### src/rtl/cla_arb_pkg.sv
// Shared definitions for the CLA adder arbiter: op encodings, FSM states
// and small op-decoding helpers.
package cla_arb_pkg;

  localparam logic [1:0] OP_ADD16 = 2'b00;
  localparam logic [1:0] OP_SUB16 = 2'b01;
  localparam logic [1:0] OP_ADD32 = 2'b10;
  localparam logic [1:0] OP_SUB32 = 2'b11;

  typedef enum logic [1:0] {
    IDLE = 2'd0,
    LO   = 2'd1,
    HI   = 2'd2,
    RSP  = 2'd3
  } state_e;

  // Bit 0 of the op selects subtraction (A + ~B + 1).
  function automatic logic op_is_sub(input logic [1:0] op);
    return op[0];
  endfunction

  // Bit 1 of the op selects a two-pass 32-bit operation.
  function automatic logic op_is_wide(input logic [1:0] op);
    return op[1];
  endfunction

endpackage

### src/rtl/cla_add_arbiter_cla16.sv
// 16-bit carry-lookahead adder: four 4-bit groups with group generate /
// propagate feeding the inter-group carries. Ovfl is signed overflow
// (carry into bit 15 xor carry out of bit 15).
module CLA_16bit (
  input  logic [15:0] A,
  input  logic [15:0] B,
  input  logic        C_in,
  output logic [15:0] S,
  output logic        C_out,
  output logic        Ovfl
);

  logic [15:0] g_s;
  logic [15:0] p_s;
  logic [16:0] c_s;
  logic [3:0]  gg_s;
  logic [3:0]  gp_s;

  // Bit and group generate/propagate, lookahead carries between groups
  always_comb begin
    g_s    = A & B;
    p_s    = A ^ B;
    c_s    = 17'd0;
    c_s[0] = C_in;
    gg_s   = 4'd0;
    gp_s   = 4'd0;
    for (int k = 0; k < 4; k++) begin
      gg_s[k] = g_s[4*k+3]
              | (p_s[4*k+3] & g_s[4*k+2])
              | (p_s[4*k+3] & p_s[4*k+2] & g_s[4*k+1])
              | (p_s[4*k+3] & p_s[4*k+2] & p_s[4*k+1] & g_s[4*k]);
      gp_s[k] = &p_s[4*k +: 4];
      for (int i = 0; i < 3; i++) begin
        c_s[4*k+i+1] = g_s[4*k+i] | (p_s[4*k+i] & c_s[4*k+i]);
      end
      c_s[4*k+4] = gg_s[k] | (gp_s[k] & c_s[4*k]);
    end
    S     = p_s ^ c_s[15:0];
    C_out = c_s[16];
    Ovfl  = c_s[15] ^ c_s[16];
  end

endmodule

### src/rtl/cla_add_arbiter_rr_arb2.sv
// Two-way round-robin arbiter. The pointer remembers which requester won
// the last accepted grant; on a tie the other requester wins. Reset leaves
// the pointer as if r1 won last, so r0 wins the first tie.
module rr_arb2 (
  input  logic       clk,
  input  logic       rst_n,
  input  logic [1:0] req,
  input  logic       accept,
  output logic [1:0] gnt
);

  logic last_r;  // 1: requester 1 was granted last

  // Grant decode: single request wins outright, tie goes to the one not granted last
  always_comb begin
    gnt = 2'b00;
    case (req)
      2'b01:   gnt = 2'b01;
      2'b10:   gnt = 2'b10;
      2'b11:   gnt = last_r ? 2'b01 : 2'b10;
      default: gnt = 2'b00;
    endcase
  end

  // Pointer moves only when a grant is actually accepted
  always_ff @(posedge clk or negedge rst_n) begin
    if (!rst_n) begin
      last_r <= 1'b1;
    end else if (accept) begin
      last_r <= gnt[1];
    end else begin
      last_r <= last_r;
    end
  end

endmodule

### src/rtl/cla_add_arbiter.sv
// Shares one 16-bit CLA between two valid/ready requesters. Round-robin
// grant in IDLE, one pass for 16-bit ops, two passes (low, then high with
// chained carry) for 32-bit ops, then a registered response held until
// the consumer takes it.
module cla_add_arbiter #(
  parameter bit WIDE_EN = 1'b1
) (
  input  logic        clk,
  input  logic        rst_n,
  input  logic        r0_valid,
  output logic        r0_ready,
  input  logic [1:0]  r0_op,
  input  logic [31:0] r0_a,
  input  logic [31:0] r0_b,
  input  logic        r1_valid,
  output logic        r1_ready,
  input  logic [1:0]  r1_op,
  input  logic [31:0] r1_a,
  input  logic [31:0] r1_b,
  output logic        rsp_valid,
  input  logic        rsp_ready,
  output logic        rsp_id,
  output logic [31:0] rsp_sum,
  output logic        rsp_ovfl
);

  import cla_arb_pkg::*;

  state_e      state_r;
  state_e      next_state_s;

  logic        idle_s;
  logic [1:0]  req_s;
  logic [1:0]  gnt_s;
  logic        accept_s;

  logic [1:0]  sel_op_s;
  logic [31:0] sel_a_s;
  logic [31:0] sel_b_s;

  logic        op_sub_r;
  logic        op_wide_r;
  logic [31:0] a_r;
  logic [31:0] b_r;
  logic        id_r;
  logic [31:0] sum_r;
  logic        carry_r;
  logic        ovfl_r;
  logic        rsp_valid_r;

  logic [15:0] cla_a_s;
  logic [15:0] cla_b_s;
  logic        cla_cin_s;
  logic [15:0] cla_s_s;
  logic        cla_cout_s;
  logic        cla_ovfl_s;

  // Requests are only offered in IDLE and outside reset, so ready never
  // rises for an op the FSM cannot take.
  assign idle_s   = (state_r == IDLE) && rst_n;
  assign req_s    = {r1_valid, r0_valid} & {2{idle_s}};
  assign accept_s = |gnt_s;
  assign r0_ready = gnt_s[0];
  assign r1_ready = gnt_s[1];

  rr_arb2 u_arb (
    .clk    (clk),
    .rst_n  (rst_n),
    .req    (req_s),
    .accept (accept_s),
    .gnt    (gnt_s)
  );

  // Payload of the granted requester
  always_comb begin
    sel_op_s = r0_op;
    sel_a_s  = r0_a;
    sel_b_s  = r0_b;
    if (gnt_s[1]) begin
      sel_op_s = r1_op;
      sel_a_s  = r1_a;
      sel_b_s  = r1_b;
    end else begin
      sel_op_s = r0_op;
      sel_a_s  = r0_a;
      sel_b_s  = r0_b;
    end
  end

  // CLA operand muxes: low half with C_in=sub, high half with chained carry
  always_comb begin
    cla_a_s   = a_r[15:0];
    cla_b_s   = b_r[15:0];
    cla_cin_s = op_sub_r;
    if (state_r == HI) begin
      cla_a_s   = a_r[31:16];
      cla_b_s   = b_r[31:16];
      cla_cin_s = carry_r;
    end else begin
      cla_a_s   = a_r[15:0];
      cla_b_s   = b_r[15:0];
      cla_cin_s = op_sub_r;
    end
    if (op_sub_r) begin
      cla_b_s = ~cla_b_s;
    end else begin
      cla_b_s = cla_b_s;
    end
  end

  CLA_16bit u_cla (
    .A     (cla_a_s),
    .B     (cla_b_s),
    .C_in  (cla_cin_s),
    .S     (cla_s_s),
    .C_out (cla_cout_s),
    .Ovfl  (cla_ovfl_s)
  );

  // Next-state logic
  always_comb begin
    next_state_s = state_r;
    case (state_r)
      IDLE:    next_state_s = accept_s ? LO : IDLE;
      LO:      next_state_s = op_wide_r ? HI : RSP;
      HI:      next_state_s = RSP;
      RSP:     next_state_s = rsp_ready ? IDLE : RSP;
      default: next_state_s = IDLE;
    endcase
  end

  // State register
  always_ff @(posedge clk or negedge rst_n) begin
    if (!rst_n) begin
      state_r <= IDLE;
    end else begin
      state_r <= next_state_s;
    end
  end

  // Op capture, per-pass result registers and response valid
  always_ff @(posedge clk or negedge rst_n) begin
    if (!rst_n) begin
      op_sub_r    <= 1'b0;
      op_wide_r   <= 1'b0;
      a_r         <= 32'd0;
      b_r         <= 32'd0;
      id_r        <= 1'b0;
      sum_r       <= 32'd0;
      carry_r     <= 1'b0;
      ovfl_r      <= 1'b0;
      rsp_valid_r <= 1'b0;
    end else begin
      case (state_r)
        IDLE: begin
          if (accept_s) begin
            op_sub_r  <= op_is_sub(sel_op_s);
            op_wide_r <= op_is_wide(sel_op_s) & WIDE_EN;
            a_r       <= sel_a_s;
            b_r       <= sel_b_s;
            id_r      <= gnt_s[1];
          end else begin
            op_sub_r  <= op_sub_r;
          end
        end
        LO: begin
          // Carry out of the low pass equals (A15&B15)|((A15^B15)&~S15)
          sum_r[15:0]  <= cla_s_s;
          sum_r[31:16] <= op_wide_r ? sum_r[31:16] : {16{cla_s_s[15]}};
          carry_r      <= cla_cout_s;
          ovfl_r       <= cla_ovfl_s;
          rsp_valid_r  <= ~op_wide_r;
        end
        HI: begin
          sum_r[31:16] <= cla_s_s;
          ovfl_r       <= cla_ovfl_s;
          rsp_valid_r  <= 1'b1;
        end
        RSP: begin
          if (rsp_ready) begin
            rsp_valid_r <= 1'b0;
          end else begin
            rsp_valid_r <= 1'b1;
          end
        end
        default: begin
          rsp_valid_r <= 1'b0;
        end
      endcase
    end
  end

  assign rsp_valid = rsp_valid_r;
  assign rsp_id    = id_r;
  assign rsp_sum   = sum_r;
  assign rsp_ovfl  = ovfl_r;

endmodule

### config.mk
export PLATFORM = sky130hd
export DESIGN_NAME = cla_add_arbiter
export DESIGN_NICKNAME = d
export VERILOG_FILES = /design/src/rtl/cla_arb_pkg.sv /design/src/rtl/cla_add_arbiter_cla16.sv /design/src/rtl/cla_add_arbiter_rr_arb2.sv /design/src/rtl/cla_add_arbiter.sv
export SDC_FILE = /design/constraint.sdc
export NUM_CORES = 1
export LEC_CHECK = 0
export BUFFER_PORTS_ARGS = -buffer_cell sky130_fd_sc_hd__buf_2
export CAP_MARGIN = 40
export CORE_MARGIN = 2
export CORE_UTILIZATION = 47
export CTS_CLUSTER_SIZE = 16
export DETAILED_ROUTE_END_ITERATION = 16
export PLACE_DENSITY = 0.85
export SETUP_SLACK_MARGIN = 0.15
export SKIP_CTS_REPAIR_TIMING = 1
export SLEW_MARGIN = 40
export SYNTH_ARGS = -nofsm -noshare
export SYNTH_HDL_FRONTEND = slang
export SYNTH_SLANG_ARGS = --single-unit
### constraint.sdc
create_clock -name clk -period 4.7 [get_ports clk]
set_input_delay 0.235 -clock clk [delete_from_list [all_inputs] [get_ports clk]]
set_output_delay 0.235 -clock clk [all_outputs]
set_load 0.005 [all_outputs]
Yosys cells after proc, flatten, opt, wreduce, memory -nomap -nowiden

Cells that the tools add are included.

Bits of input ports: 137
Logic and storage cells: 119
Output and inout port bits: 37
Register bits after elaboration: 105

Multiplexer cells: 17
Eq/ne operators: 7
Reductions and logical operators: 12
Bitwise logic cells: 71

Operators with widths:

| operator                                            | count |
|---|---|
| two-way mux 16 bit                                  | 4 |
| two-way mux 32 bit                                  | 2 |
| bitwise AND 1 bit                                   | 36 |
| case mux 16 bit (2 select lines)                    | 1 |
| bitwise XOR 16 bit                                  | 2 |
| bitwise OR 1 bit                                    | 28 |
| bitwise AND 16 bit                                  | 1 |
| inverter 16 bit                                     | 1 |
| AND reduction 4 bit                                 | 4 |
| equality test 2 bit, second input constant          | 4 |
| case mux 2 bit (4 select lines)                     | 1 |
| two-way mux 2 bit                                   | 3 |
| case mux 2 bit (3 select lines)                     | 1 |
| equality test 2 x 1 -> 1 bit, second input constant | 2 |
| two-way mux 1 bit                                   | 4 |
| AND reduction 2 bit                                 | 2 |
| OR reduction 2 bit                                  | 2 |
| case mux 1 bit (3 select lines)                     | 1 |
| nonzero test 3 bit                                  | 1 |
| bitwise AND 2 bit                                   | 1 |
| zero test 2 bit                                     | 1 |
| != test 2 bit, second input constant                | 1 |
| nonzero test 2 bit                                  | 1 |
| logical AND 1 bit                                   | 1 |
| 2 further kinds                                     | 2 |

Logic depth before layout (Yosys ltp)

Gate-level depths: netlist (run 1).

Depth in word-level cells: 23
Mapped depth: 20
Depth with buffers taken out: 17

By module

A second synthesis (run 1) with hierarchy kept.

Cell total of the unflattened synthesis: 563
Area, all modules: 6088.3 µm²

By module, submodules not included:

| module          | instances | area each (µm²) | seq. area each (µm²) | cells each |
|---|---|---|---|---|
| cla_add_arbiter | 1         | 5296.3          | 2602.5               | 475 |
| CLA_16bit       | 1         | 728.2           | 0.0                  | 83 |
| rr_arb2         | 1         | 63.8            | 26.3                 | 5 |

Worst setup path after synthesis (run 1)

Ideal clock, no wire load.

Path type: register to register
From: register state_r[0]
To: register sum_r[28] (netlist: rsp_sum[28])
Buffers on the path: 4
Path slack: -0.320 ns
Stages on the path, launching flop included: 20
Setup time: 0.065 ns
Required time: 4.635 ns
Period minus slack after synthesis: 5.020 ns
Data arrival time: 4.955 ns
Cell sequence: dfrtp_1 > inv_1 > ha_1 > buf_6 > buf_2 > buf_2 > mux2_2 > ha_1 > and3_1 > nand2_1 > and3_1 > o21ai_0 > a21oi_1 > fa_1 > fa_1 > fa_1 > xor2_1 > o21ai_1 > clkbuf_1 > o22a_1

Longest elaborated chain between the ends: 23
Elaborated cells between the ends (all ways): 54
Those cells by class: eq/ne (3); mux (6); bitwise (40); reduce/logical (5)

RTL lines:

| item                                                     | line                                                                                  | source |
|---|---|---|
| start, declared                                          | cla_add_arbiter.sv:29                                                                 | `state_e state_r;` |
| start signal, assigned                                   | cla_add_arbiter.sv:137                                                                | `state_r <= next_state_s;` |
| equality test 2 bit                                      | cla_add_arbiter.sv:95, cla_add_arbiter.sv:154                                         |  |
| two-way mux 16 bit                                       | cla_add_arbiter.sv:95                                                                 | `if (state_r == HI) begin` |
| inverter 16 bit                                          | cla_add_arbiter.sv:105                                                                | `cla_b_s = ~cla_b_s;` |
| two-way mux 16 bit                                       | cla_add_arbiter.sv:104                                                                | `if (op_sub_r) begin` |
| bitwise XOR 16 bit or bitwise AND 16 bit (tied branches) | cla_add_arbiter_cla16.sv:22, cla_add_arbiter_cla16.sv:21                              |  |
| bitwise AND 1 bit (on tied branches)                     | cla_add_arbiter_cla16.sv:29, cla_add_arbiter_cla16.sv:30, cla_add_arbiter_cla16.sv:31 |  |
| bitwise OR 1 bit, or another cell as far along           | cla_add_arbiter_cla16.sv:29                                                           | `\| (p_s[4*k+3] & g_s[4*k+2])` |
| bitwise OR 1 bit or bitwise AND 1 bit (tied branches)    | cla_add_arbiter_cla16.sv:30, cla_add_arbiter_cla16.sv:31                              |  |
| [7 not listed]                                           | -                                                                                     |  |
| bitwise OR 1 bit                                         | cla_add_arbiter_cla16.sv:34                                                           | `c_s[4*k+i+1] = g_s[4*k+i] \| (p_s[4*k+i] & c_s[4*k+i]);` |
| bitwise AND 1 bit                                        | cla_add_arbiter_cla16.sv:34                                                           |  |
| bitwise OR 1 bit                                         | cla_add_arbiter_cla16.sv:34                                                           |  |
| bitwise AND 1 bit                                        | cla_add_arbiter_cla16.sv:34                                                           |  |
| bitwise OR 1 bit                                         | cla_add_arbiter_cla16.sv:34                                                           |  |
| bitwise XOR 16 bit                                       | cla_add_arbiter_cla16.sv:38                                                           | `S = p_s ^ c_s[15:0];` |
| two-way mux 16 bit                                       | cla_add_arbiter.sv:169                                                                | `sum_r[31:16] <= op_wide_r ? sum_r[31:16] : {16{cla_s_s[15]}};` |
| case mux 16 bit (2 select lines)                         | cla_add_arbiter.sv:154                                                                | `case (state_r)` |
| end signal, assigned                                     | cla_add_arbiter.sv:169                                                                |  |
| end signal, assigned                                     | cla_add_arbiter.sv:175                                                                | `sum_r[31:16] <= cla_s_s;` |
| end, declared                                            | cla_add_arbiter.sv:46                                                                 | `logic [31:0] sum_r;` |

Parallel ways exist; a longest one is shown, timed or not. The select of a mux whose other input is x is not followed.
A chain may end at the register's enable or synchronous reset.

Worst setup path in the final report (run 1)

From: register state_r[0]
To: register ovfl_r (netlist: rsp_ovfl)

Longest elaborated chain between the ends: 21
Elaborated cells between the ends (all ways): 61
Those cells by class: eq/ne (2); mux (4); bitwise (50); reduce/logical (5)

RTL lines:

| item                                                     | line                                                                                  | source |
|---|---|---|
| equality test 2 bit                                      | cla_add_arbiter.sv:95, cla_add_arbiter.sv:154                                         |  |
| two-way mux 16 bit                                       | cla_add_arbiter.sv:95                                                                 |  |
| inverter 16 bit                                          | cla_add_arbiter.sv:105                                                                |  |
| two-way mux 16 bit                                       | cla_add_arbiter.sv:104                                                                |  |
| bitwise XOR 16 bit or bitwise AND 16 bit (tied branches) | cla_add_arbiter_cla16.sv:22, cla_add_arbiter_cla16.sv:21                              |  |
| bitwise AND 1 bit (on tied branches)                     | cla_add_arbiter_cla16.sv:29, cla_add_arbiter_cla16.sv:30, cla_add_arbiter_cla16.sv:31 |  |
| bitwise OR 1 bit, or another cell as far along           | cla_add_arbiter_cla16.sv:29                                                           |  |
| bitwise OR 1 bit or bitwise AND 1 bit (tied branches)    | cla_add_arbiter_cla16.sv:30, cla_add_arbiter_cla16.sv:31                              |  |
| [5 not listed]                                           | -                                                                                     |  |
| bitwise OR 1 bit                                         | cla_add_arbiter_cla16.sv:36                                                           | `c_s[4*k+4] = gg_s[k] \| (gp_s[k] & c_s[4*k]);` |
| bitwise AND 1 bit                                        | cla_add_arbiter_cla16.sv:34                                                           |  |
| bitwise OR 1 bit                                         | cla_add_arbiter_cla16.sv:34                                                           |  |
| bitwise AND 1 bit                                        | cla_add_arbiter_cla16.sv:34                                                           |  |
| bitwise OR 1 bit                                         | cla_add_arbiter_cla16.sv:34                                                           |  |
| bitwise AND 1 bit                                        | cla_add_arbiter_cla16.sv:34                                                           |  |
| bitwise OR 1 bit                                         | cla_add_arbiter_cla16.sv:34                                                           |  |
| bitwise XOR 1 bit                                        | cla_add_arbiter_cla16.sv:40                                                           | `Ovfl = c_s[15] ^ c_s[16];` |
| end signal, assigned                                     | cla_add_arbiter.sv:171                                                                | `ovfl_r <= cla_ovfl_s;` |
| end signal, assigned                                     | cla_add_arbiter.sv:176                                                                | `ovfl_r <= cla_ovfl_s;` |
| end, declared                                            | cla_add_arbiter.sv:48                                                                 | `logic ovfl_r;` |

Parallel ways exist; a longest one is shown, timed or not.

==> flow_summary.yaml, run 1 <==
yosys:
  yosys_warnings: 0
  synth_fp_nets: 808
  yosys_register_bits: 105
  async_flop_share: 1.00
  syn_area_per_cell_sq_um: 9.04
  seq_area_frac_synth: 0.456
  synth.distinct_cells: 36
  syn_area_sq_um: 5770
  synth_cells: 638
  synth_flop_cell: "dfrtp_1"
  synth_edf_count: 0
place:
  hpwl_mm: 11.5
  place_congestion: 1.01
  place_area_sq_um: 6750
  place_ws_ps: -44.9
  portBuffers: 173
worst_setup_path:
  crit_family: "adder cells"
  start_kind: "register"
  crit_type: "reg2reg"
  r2r_setup_slack_ps: 310
  reg2reg_to: "rsp_ovfl$_DFFE_PN0P_"
  crit_buf_inv: 3
  r2r_cells: 16
  path_cells: "inv_2 > ha_4 > clkbuf_4 > buf_12 > mux2i_1 > xnor2_1 > ha_1 > nand2_1 > o21a_1 > o21ai_2 > a21oi_1 > fa_2 > fa_1 > fa_2 > or4_1 > a31oi_1"
  cp_common_cell: "fa_2"
  path_max_fanout: 19
  timing.rr.start: "state_r[0]$_DFF_PN0_"
  cp_data_arrival_time_ps: 4650
  critPathRequiredTime_ps: 4960
  critical_path.max_stage_delay_ps: 540
  slowest_stage: "or4_1"
  end_kind: "register"
worst_hold_path:
  min_path_type: "in2reg"
  hold-path-endpoint: "a_r[21]$_DFFE_PN0P_"
  holdPathStages: 3
  hp-start: "r0_a[21]"
sta:
  clock_skew_ps: 10.9
  fin_ws_ps: 311
  setup-violations-final: 0
  slew_violations: 0
  period_minus_slack_ps: 4390
  hold_viol: 0
  rsz0062_at_grt: "false"
  post-route-period-util: 0.934
  maxSlewHeadroom: 0.508
  holdWs_ps: 123
  fmax_ghz: 0.228
  tightest_slew_ps: 738
finish:
  syn_to_final_growth_pct: 24.7
  multiInputGateArea_sq_um: 2920
  layout.cells.most_common: "buf_2"
  nets: 966
  regArea_sq_um: 2630
  nFillCells: 1034
  final_cell_mix: "buf_2, nand2_1, dfrtp_1, nor2_1, a31oi_1"
  diodes: 0
  final_area_sq_um: 7190
  drive_gt1_frac: 0.292
global_route:
  antenna_found_initial: 0
  grt_pass1_wl_mm: 24.8
  grt_max_degree: 135
  grt-ovfl-total: 0
  grt_pass1_vias: 5077
  grt_usage: 0.242
detailed_routing:
  drt_iter0_drc: 331
  drc: 0
  avgRoutedWirePerCell_microns: 16.3
  wl_met2_mm: 7.50
  dr_wl_met3_microns: 877
  highest_layer: "met4"
  drt_wl_total_mm: 15.5
  ant_nets: 0
  met1_length_mm: 6.75
  num_vias: 5003
  avgViaCountPerCell: 5.28
  drt_pass1_iterations: 5
floorplan:
  start_util: 0.480
  fp.dieW_microns: 115
  num_rows: 40
  coreArea_sq_um: 12000
  io_pins: 174
  dieHeight_microns: 115
  die-area_sq_um: 13200
clock_network:
  htree_levels: 3
  root_buffer: "clkbuf_16"
  path_clk_slew_ps: 70
  clock_sinks: 105
  cts_max_path_buffers: 2
  tritoncts: "built"
  insertion_delay_ps: 350
  cts_buffers: 9
power_and_ir_drop:
  p_clk_frac: 0.104
  p_leak_nw: 3.53
  p_seq_frac: 0.250
  internal-power_w: 0.00389
  sw_frac_of_total: 0.450
  power.density_nw_per_um2: 984
  peakVddDrop_mv: 0.553
  combinationalPowerShare: 0.646
  p_switching_w: 0.00318
run:
  max_cap_viol_count: 0
run_status:
  status: "finished clean"
[per-stage QoR]
| step | setup TNS (ps) | power [W] | util | instances |
|---|---|---|---|---|
| CTS | -765 | 0.00679 | 0.586 | 940 |
| floorplan | 0 | 0.00463 | - | 638 |
| global route | 0 | 0.00767 | 0.598 | 948 |
| detailed placement | -396 | 0.00604 | 0.562 | 924 |
| global placement | 0 | 0.00589 | 0.562 | 924 |
| finish | 0 | 0.00707 | 0.598 | 948 |
[logic make-up after synthesis]
family                     synth area share
buffers and inverters                0.0499
and+or+nand+nor                       0.173
xor gates and xnor gates             0.0304
DFF                                   0.456
AOI/OAI and AO/OA                     0.127
adders and majority gates            0.0872
muxes                                0.0757
[sequential cells by signal (all words and copies together), names as in the netlist]
| signal | flops |
|---|---|
| a_r | 32 |
| b_r | 32 |
| carry_r | 1 |
| op_sub_r | 1 |
| op_wide_r | 1 |
| rsp_id | 1 |
| rsp_ovfl | 1 |
| rsp_sum | 32 |
| rsp_valid | 1 |
| state_r | 2 |
| u_arb.last_r | 1 |
[metal layers]
layer,vias to the layer above,GRT usage
met1,2354,0.321
li1,2456,-
met5,-,0
met4,0,0.0763
met3,30,0.0564
met2,163,0.398
[power groups by stage]
stage | clock, W | combinational (W) | sequential, W
after global routing | 0.000783 | 0.00507 | 0.00182
final | 0.000736 | 0.00457 | 0.00177
after floorplan | 0 | 0.00299 | 0.00164
after detailed placement | 0 | 0.00427 | 0.00177
after CTS | 0.000743 | 0.00428 | 0.00176
after global placement | 0 | 0.00411 | 0.00178
[layout make-up]
class | instances | area share
Clock buffer | 11 | 0.0352
Clock inverter | 5 | 0.00540
Inverter | 29 | 0.0155
Multi-Input combinational cell | 463 | 0.406
Sequential cell | 105 | 0.366
Tap cell | 147 | 0.0256
Timing Repair Buffer | 188 | 0.147
[worst max path at each step]
stage	from	end	slack, ps	cells after the start
final	state_r[0]$_DFF_PN0_	rsp_ovfl$_DFFE_PN0P_	310	16
after global routing	state_r[0]$_DFF_PN0_	rsp_ovfl$_DFFE_PN0P_	130	15
after CTS	state_r[0]$_DFF_PN0_	rsp_sum[25]$_DFFE_PN0P_	-70	15
after detailed placement	state_r[0]$_DFF_PN0_	rsp_sum[25]$_DFFE_PN0P_	-40	15
after global placement	state_r[0]$_DFF_PN0_	rsp_sum[28]$_DFFE_PN0P_	90	15
after floorplan	state_r[0]$_DFF_PN0_	rsp_sum[16]$_DFFE_PN0P_	170	20
[worst min-delay path, cell delays in order]
cell     delay [ps]
buf_2            90
nand2_1          40
a31oi_1          70
[synthesized netlist by cell type (all sizes together) (2+ instances only)]
master    n  share of area
and3      2         0.0022
fa       12          0.042
ha       21          0.046
nand2   150          0.098
clkbuf   28          0.018
inv      28          0.018
o21ai    14          0.012
o22a      9          0.014
a31oi    68          0.074
nor2     84          0.055
and4      2         0.0030
mux2i    23          0.040
buf      13          0.013
a21oi    17          0.015
xnor2    19          0.029
dfrtp   104           0.45
nor2b     9         0.0098
mux2     18          0.036
a21o      4         0.0052
nand4     2         0.0022
Note: power is estimated with default switching activity, not from simulation.
==> run 2, diff against run 1 <==
Settings changed: MAX_ROUTING_LAYER from default to met4.
==> run 2 against run 1 <==
  * Non-clock buffer count is 1 higher
  * Clock-buffer cell count stayed put
  * Total power fell by 0.58%
  * Clock power rose by 4.8%
  * First-iteration DRC count decreased by 4.2%
  * Via count is 1.6% higher
  * Setup slack got worse by 10 ps
  * Critical endpoint unchanged
==> flow_summary.yaml, run 2 (synthesized netlist as in run 1, its figures left out) <==
run_status:
  status: "finished clean"
sta:
  setup-violations-final: 0
  hold_viol: 0
  fmax_ghz: 0.227
  maxSlewHeadroom: 0.395
  tightest_slew_ps: 907
  period_minus_slack_ps: 4400
  slew_violations: 0
  fin_ws_ps: 301
  post-route-period-util: 0.936
  rsz0062_at_grt: "false"
  clock_skew_ps: 8.23
  holdWs_ps: 128
power_and_ir_drop:
  peakVddDrop_mv: 0.535
  combinationalPowerShare: 0.639
  p_leak_nw: 3.54
  internal-power_w: 0.00390
  sw_frac_of_total: 0.446
  p_clk_frac: 0.110
  total_power_w: 0.00703
  p_switching_w: 0.00313
  p_seq_frac: 0.251
  power.density_nw_per_um2: 976
clock_network:
  path_clk_slew_ps: 70
  root_buffer: "clkbuf_16"
  cts_max_path_buffers: 2
  tritoncts: "built"
  clock_sinks: 105
  cts_buffers: 9
  htree_levels: 3
  insertion_delay_ps: 350
place:
  place_congestion: 0.918
  place_ws_ps: -137
  place_area_sq_um: 6780
  hpwl_mm: 11.6
  portBuffers: 173
worst_setup_path:
  slowest_stage: "or4_1"
  crit_family: "adder cells"
  cp_data_arrival_time_ps: 4660
  path_max_fanout: 4
  path_cells: "inv_2 > ha_4 > buf_4 > mux2_2 > ha_1 > and3_1 > nand2_1 > and3_1 > o21ai_2 > a21oi_1 > fa_2 > fa_1 > fa_2 > or4_1 > a31oi_1"
  start_kind: "register"
  end_kind: "register"
  critical_path.max_stage_delay_ps: 520
  crit_buf_inv: 2
  crit_type: "reg2reg"
  critPathRequiredTime_ps: 4960
floorplan:
  io_pins: 174
  coreArea_sq_um: 12000
  fp.dieW_microns: 115
  start_util: 0.480
  num_rows: 40
  die-area_sq_um: 13200
  dieHeight_microns: 115
global_route:
  grt_pass1_vias: 4967
  antenna_found_initial: 0
  grt_max_degree: 70
  grt_usage: 0.251
  grt-ovfl-total: 0
  grt_pass1_wl_mm: 24.7
detailed_routing:
  ant_nets: 0
  drt_iter0_drc: 317
  drt_wl_total_mm: 15.5
  drt_pass1_iterations: 5
  num_vias: 5084
  drc: 0
  avgViaCountPerCell: 5.36
  avgRoutedWirePerCell_microns: 16.4
finish:
  drive_gt1_frac: 0.292
  multiInputGateArea_sq_um: 2910
  nets: 967
  regArea_sq_um: 2630
  final_cell_mix: "buf_2, nand2_1, dfrtp_1, nor2_1, a31oi_1"
  nFillCells: 1040
  final_area_sq_um: 7210
  layout.cells.most_common: "buf_2"
  diodes: 0
  syn_to_final_growth_pct: 25.0
worst_hold_path:
  min_path_type: "in2reg"
run:
  max_cap_viol_count: 0
run 2: power by group through the flow:
| stage | clock network (W) | registers, W | logic (W) |
|---|---|---|---|
| after CTS | 0.000781 | 0.00176 | 0.00428 |
| after floorplan | 0 | 0.00164 | 0.00299 |
| final | 0.000771 | 0.00176 | 0.00449 |
| after detailed placement | 0 | 0.00177 | 0.00424 |
| after global placement | 0 | 0.00177 | 0.00414 |
| after global routing | 0.000814 | 0.00181 | 0.00498 |
run 2: final cells by class:
type,instances,share of cell area
multi-input cells,463,0.404
flip-flops and latches,105,0.365
repair buffers,189,0.148
clock buffers,11,0.0337
well taps,147,0.0255
inverters,29,0.0155
clock inverters,5,0.00868
run 2: path summary, 6_finish.rpt:
kind	from	end	slack [ps]	cells past startpoint
worst max-delay path	state_r[0]$_DFF_PN0_	rsp_ovfl$_DFFE_PN0P_	300	15
worst min-delay path	r0_b[11]	b_r[11]$_DFFE_PN0P_	130	3
worst max register to register	state_r[0]$_DFF_PN0_	rsp_ovfl$_DFFE_PN0P_	300	15
worst min register to register	rsp_id$_DFFE_PN0P_	rsp_id$_DFFE_PN0P_	480	2
max in group asynchronous	rst_n	a_r[15]$_DFFE_PN0P_	3050	3
min in group asynchronous	rst_n	a_r[3]$_DFFE_PN0P_	470	2
run 2: through the flow:
stage	TNS [ps]	instances	util
6_report	0	949	0.600
5_1_grt	0	949	0.600
4_1_cts	-2170	943	0.590
3_5_place_dp	-1710	927	0.564
3_3_place_gp	0	926	0.563
2_1_floorplan	0	638	-
run 2: worst reg2reg max path, cell delays in order (launching register included):
cell     delay (ps)
dfrtp_1         430
inv_2           120
ha_4            160
buf_4           140
mux2_2          360
ha_1            300
and3_1          200
nand2_1          80
and3_1          220
o21ai_2         160
a21oi_1         130
fa_2            410
fa_1            460
fa_2            430
or4_1           520
a31oi_1         190
run 2: metal layers:
metal	up-vias	track usage	part of all wire
met5	-	-	0
met4	0	0.0707	0.022
met3	28	0.0438	0.056
met2	178	0.399	0.48
met1	2424	0.335	0.44
li1	2454	-	-
==> run 3, diff against run 2 <==
==> constraint.sdc (replaced) <==
create_clock -name clk -period 4.7 [get_ports clk]
set_input_delay 0.47 -clock clk [delete_from_list [all_inputs] [get_ports clk]]
set_output_delay 0.47 -clock clk [all_outputs]
set_load 0.005 [all_outputs]
==> run 3 against run 2 <==
  * Sequential share of layout area is essentially flat
  * Critical path type unchanged
  * Via count grew 0.30%
  * Largest cell class unchanged
  * Routed wire length up 1.2%
  * Setup slack worse by 43 ps
  * Highest routed layer unchanged
  * Sequential cell count unchanged
==> flow_summary.yaml, run 3 (synthesized netlist as in run 1, its figures left out) <==
detailed_routing:
  ant_nets: 0
  highest_layer: "met4"
  avgRoutedWirePerCell_microns: 16.5
  avgViaCountPerCell: 5.37
  dr_wl_met3_microns: 938
  num_vias: 5099
  wl_met2_mm: 7.80
  met1_length_mm: 6.69
  drt_pass1_iterations: 5
  drt_wl_total_mm: 15.7
  drc: 0
  drt_iter0_drc: 296
sta:
  fmax_ghz: 0.225
  tightest_slew_ps: 702
  clock_skew_ps: 6.96
  maxSlewHeadroom: 0.532
  slew_violations: 0
  setup-violations-final: 0
  rsz0062_at_grt: "false"
  finalSetupTns_ps: 0
  hold_viol: 0
  fin_ws_ps: 258
  holdWs_ps: 207
  post-route-period-util: 0.945
  period_minus_slack_ps: 4440
run_status:
  status: "finished clean"
finish:
  nets: 968
  syn_to_final_growth_pct: 24.9
  final_cell_mix: "buf_2, nand2_1, dfrtp_1, nor2_1, a31oi_1"
  drive_gt1_frac: 0.295
  final_area_sq_um: 7200
  diodes: 0
  layout.cells.most_common: "buf_2"
clock_network:
  cts_max_path_buffers: 2
  root_buffer: "clkbuf_16"
  path_clk_slew_ps: 70
  tritoncts: "built"
  cts_buffers: 9
  clock_sinks: 105
  htree_levels: 3
  insertion_delay_ps: 350
power_and_ir_drop:
  p_leak_nw: 3.54
  total_power_w: 0.00704
  power.density_nw_per_um2: 978
  peakVddDrop_mv: 0.493
worst_setup_path:
  cp_common_cell: "fa_2"
  critPathRequiredTime_ps: 4970
  path_max_fanout: 4
  path_cells: "inv_2 > ha_4 > clkbuf_4 > mux2_2 > ha_1 > and3_4 > nand3_2 > and3_1 > o21ai_2 > a21oi_1 > fa_2 > fa_1 > fa_2 > or4_1 > a31oi_1"
  start_kind: "register"
  slowest_stage: "or4_1"
  cp_data_arrival_time_ps: 4710
  end_kind: "register"
  crit_type: "reg2reg"
  critical_path.max_stage_delay_ps: 570
floorplan:
  start_util: 0.480
  die-area_sq_um: 13200
  io_pins: 174
  dieHeight_microns: 115
  coreArea_sq_um: 12000
  num_rows: 40
  fp.dieW_microns: 115
worst_hold_path:
  min_path_type: "in2async"
global_route:
  grt_pass1_vias: 5171
  antenna_found_initial: 0
  grt_usage: 0.256
  grt-ovfl-total: 0
  grt_pass1_wl_mm: 25.4
  grt_max_degree: 116
place:
  portBuffers: 173
  place_congestion: 1.02
  place_area_sq_um: 6780
  hpwl_mm: 11.8
  place_ws_ps: -97.2
run:
  max_cap_viol_count: 0
run 3: layout make-up:
type / count / area, sq um
Clock buffer: 10 / 229
Clock inverter: 6 / 82.6
Fill cell: 1052 / 4810
Inverter: 29 / 109
Multi-Input combinational cell: 463 / 2930
Sequential cell: 105 / 2630
Tap cell: 147 / 184
Timing Repair Buffer: 190 / 1040
run 3: worst paths after layout:
path / depth (start not counted) / slack, ps / to / start
hold reg to reg: 2 / 480 / rsp_sum[9]$_DFFE_PN0P_ / rsp_sum[9]$_DFFE_PN0P_
setup reg to reg: 15 / 260 / rsp_ovfl$_DFFE_PN0P_ / state_r[0]$_DFF_PN0_
hold / removal: 2 / 210 / a_r[5]$_DFFE_PN0P_ / rst_n
min in group clk: 3 / 360 / a_r[21]$_DFFE_PN0P_ / r0_a[21]
setup / recovery: 15 / 260 / rsp_ovfl$_DFFE_PN0P_ / state_r[0]$_DFF_PN0_
max in group asynchronous: 3 / 3470 / rsp_sum[10]$_DFFE_PN0P_ / rst_n
run 3: worst max-delay path: cells and delay by family, from the launching register on:
| family | cells | cell delay [ps] |
|---|---|---|
| adders and majority gates | 5 | 1730 |
| and+or+nand+nor | 4 | 1060 |
| AOI/OAI and AO/OA | 3 | 490 |
| DFF | 1 | 430 |
| muxes | 1 | 360 |
| buffers and inverters | 2 | 280 |
run 3: power by group:
| group | internal, W | switching (W) | total (W) |
|---|---|---|---|
| combinational | 0.00202 | 0.00246 | 0.00449 |
| sequential | 0.00142 | 0.000348 | 0.00176 |
| clock | 0.000464 | 0.000328 | 0.000792 |
| total | 0.00390 | 0.00314 | 0.00704 |
run 3: routing by layer:
| layer | global-route usage | vias up |
|---|---|---|
| met2 | 0.411 | 190 |
| met3 | 0.0611 | 23 |
| met1 | 0.329 | 2430 |
| met4 | 0.0715 | 0 |
| met5 | - | - |
| li1 | - | 2456 |
run 3: metrics by stage:
stage | std cells | utilization
after floorplan | 638 | -
after global placement | 927 | 0.564
after detailed placement | 928 | 0.564
after CTS | 944 | 0.590
after global routing | 950 | 0.600
final | 950 | 0.600
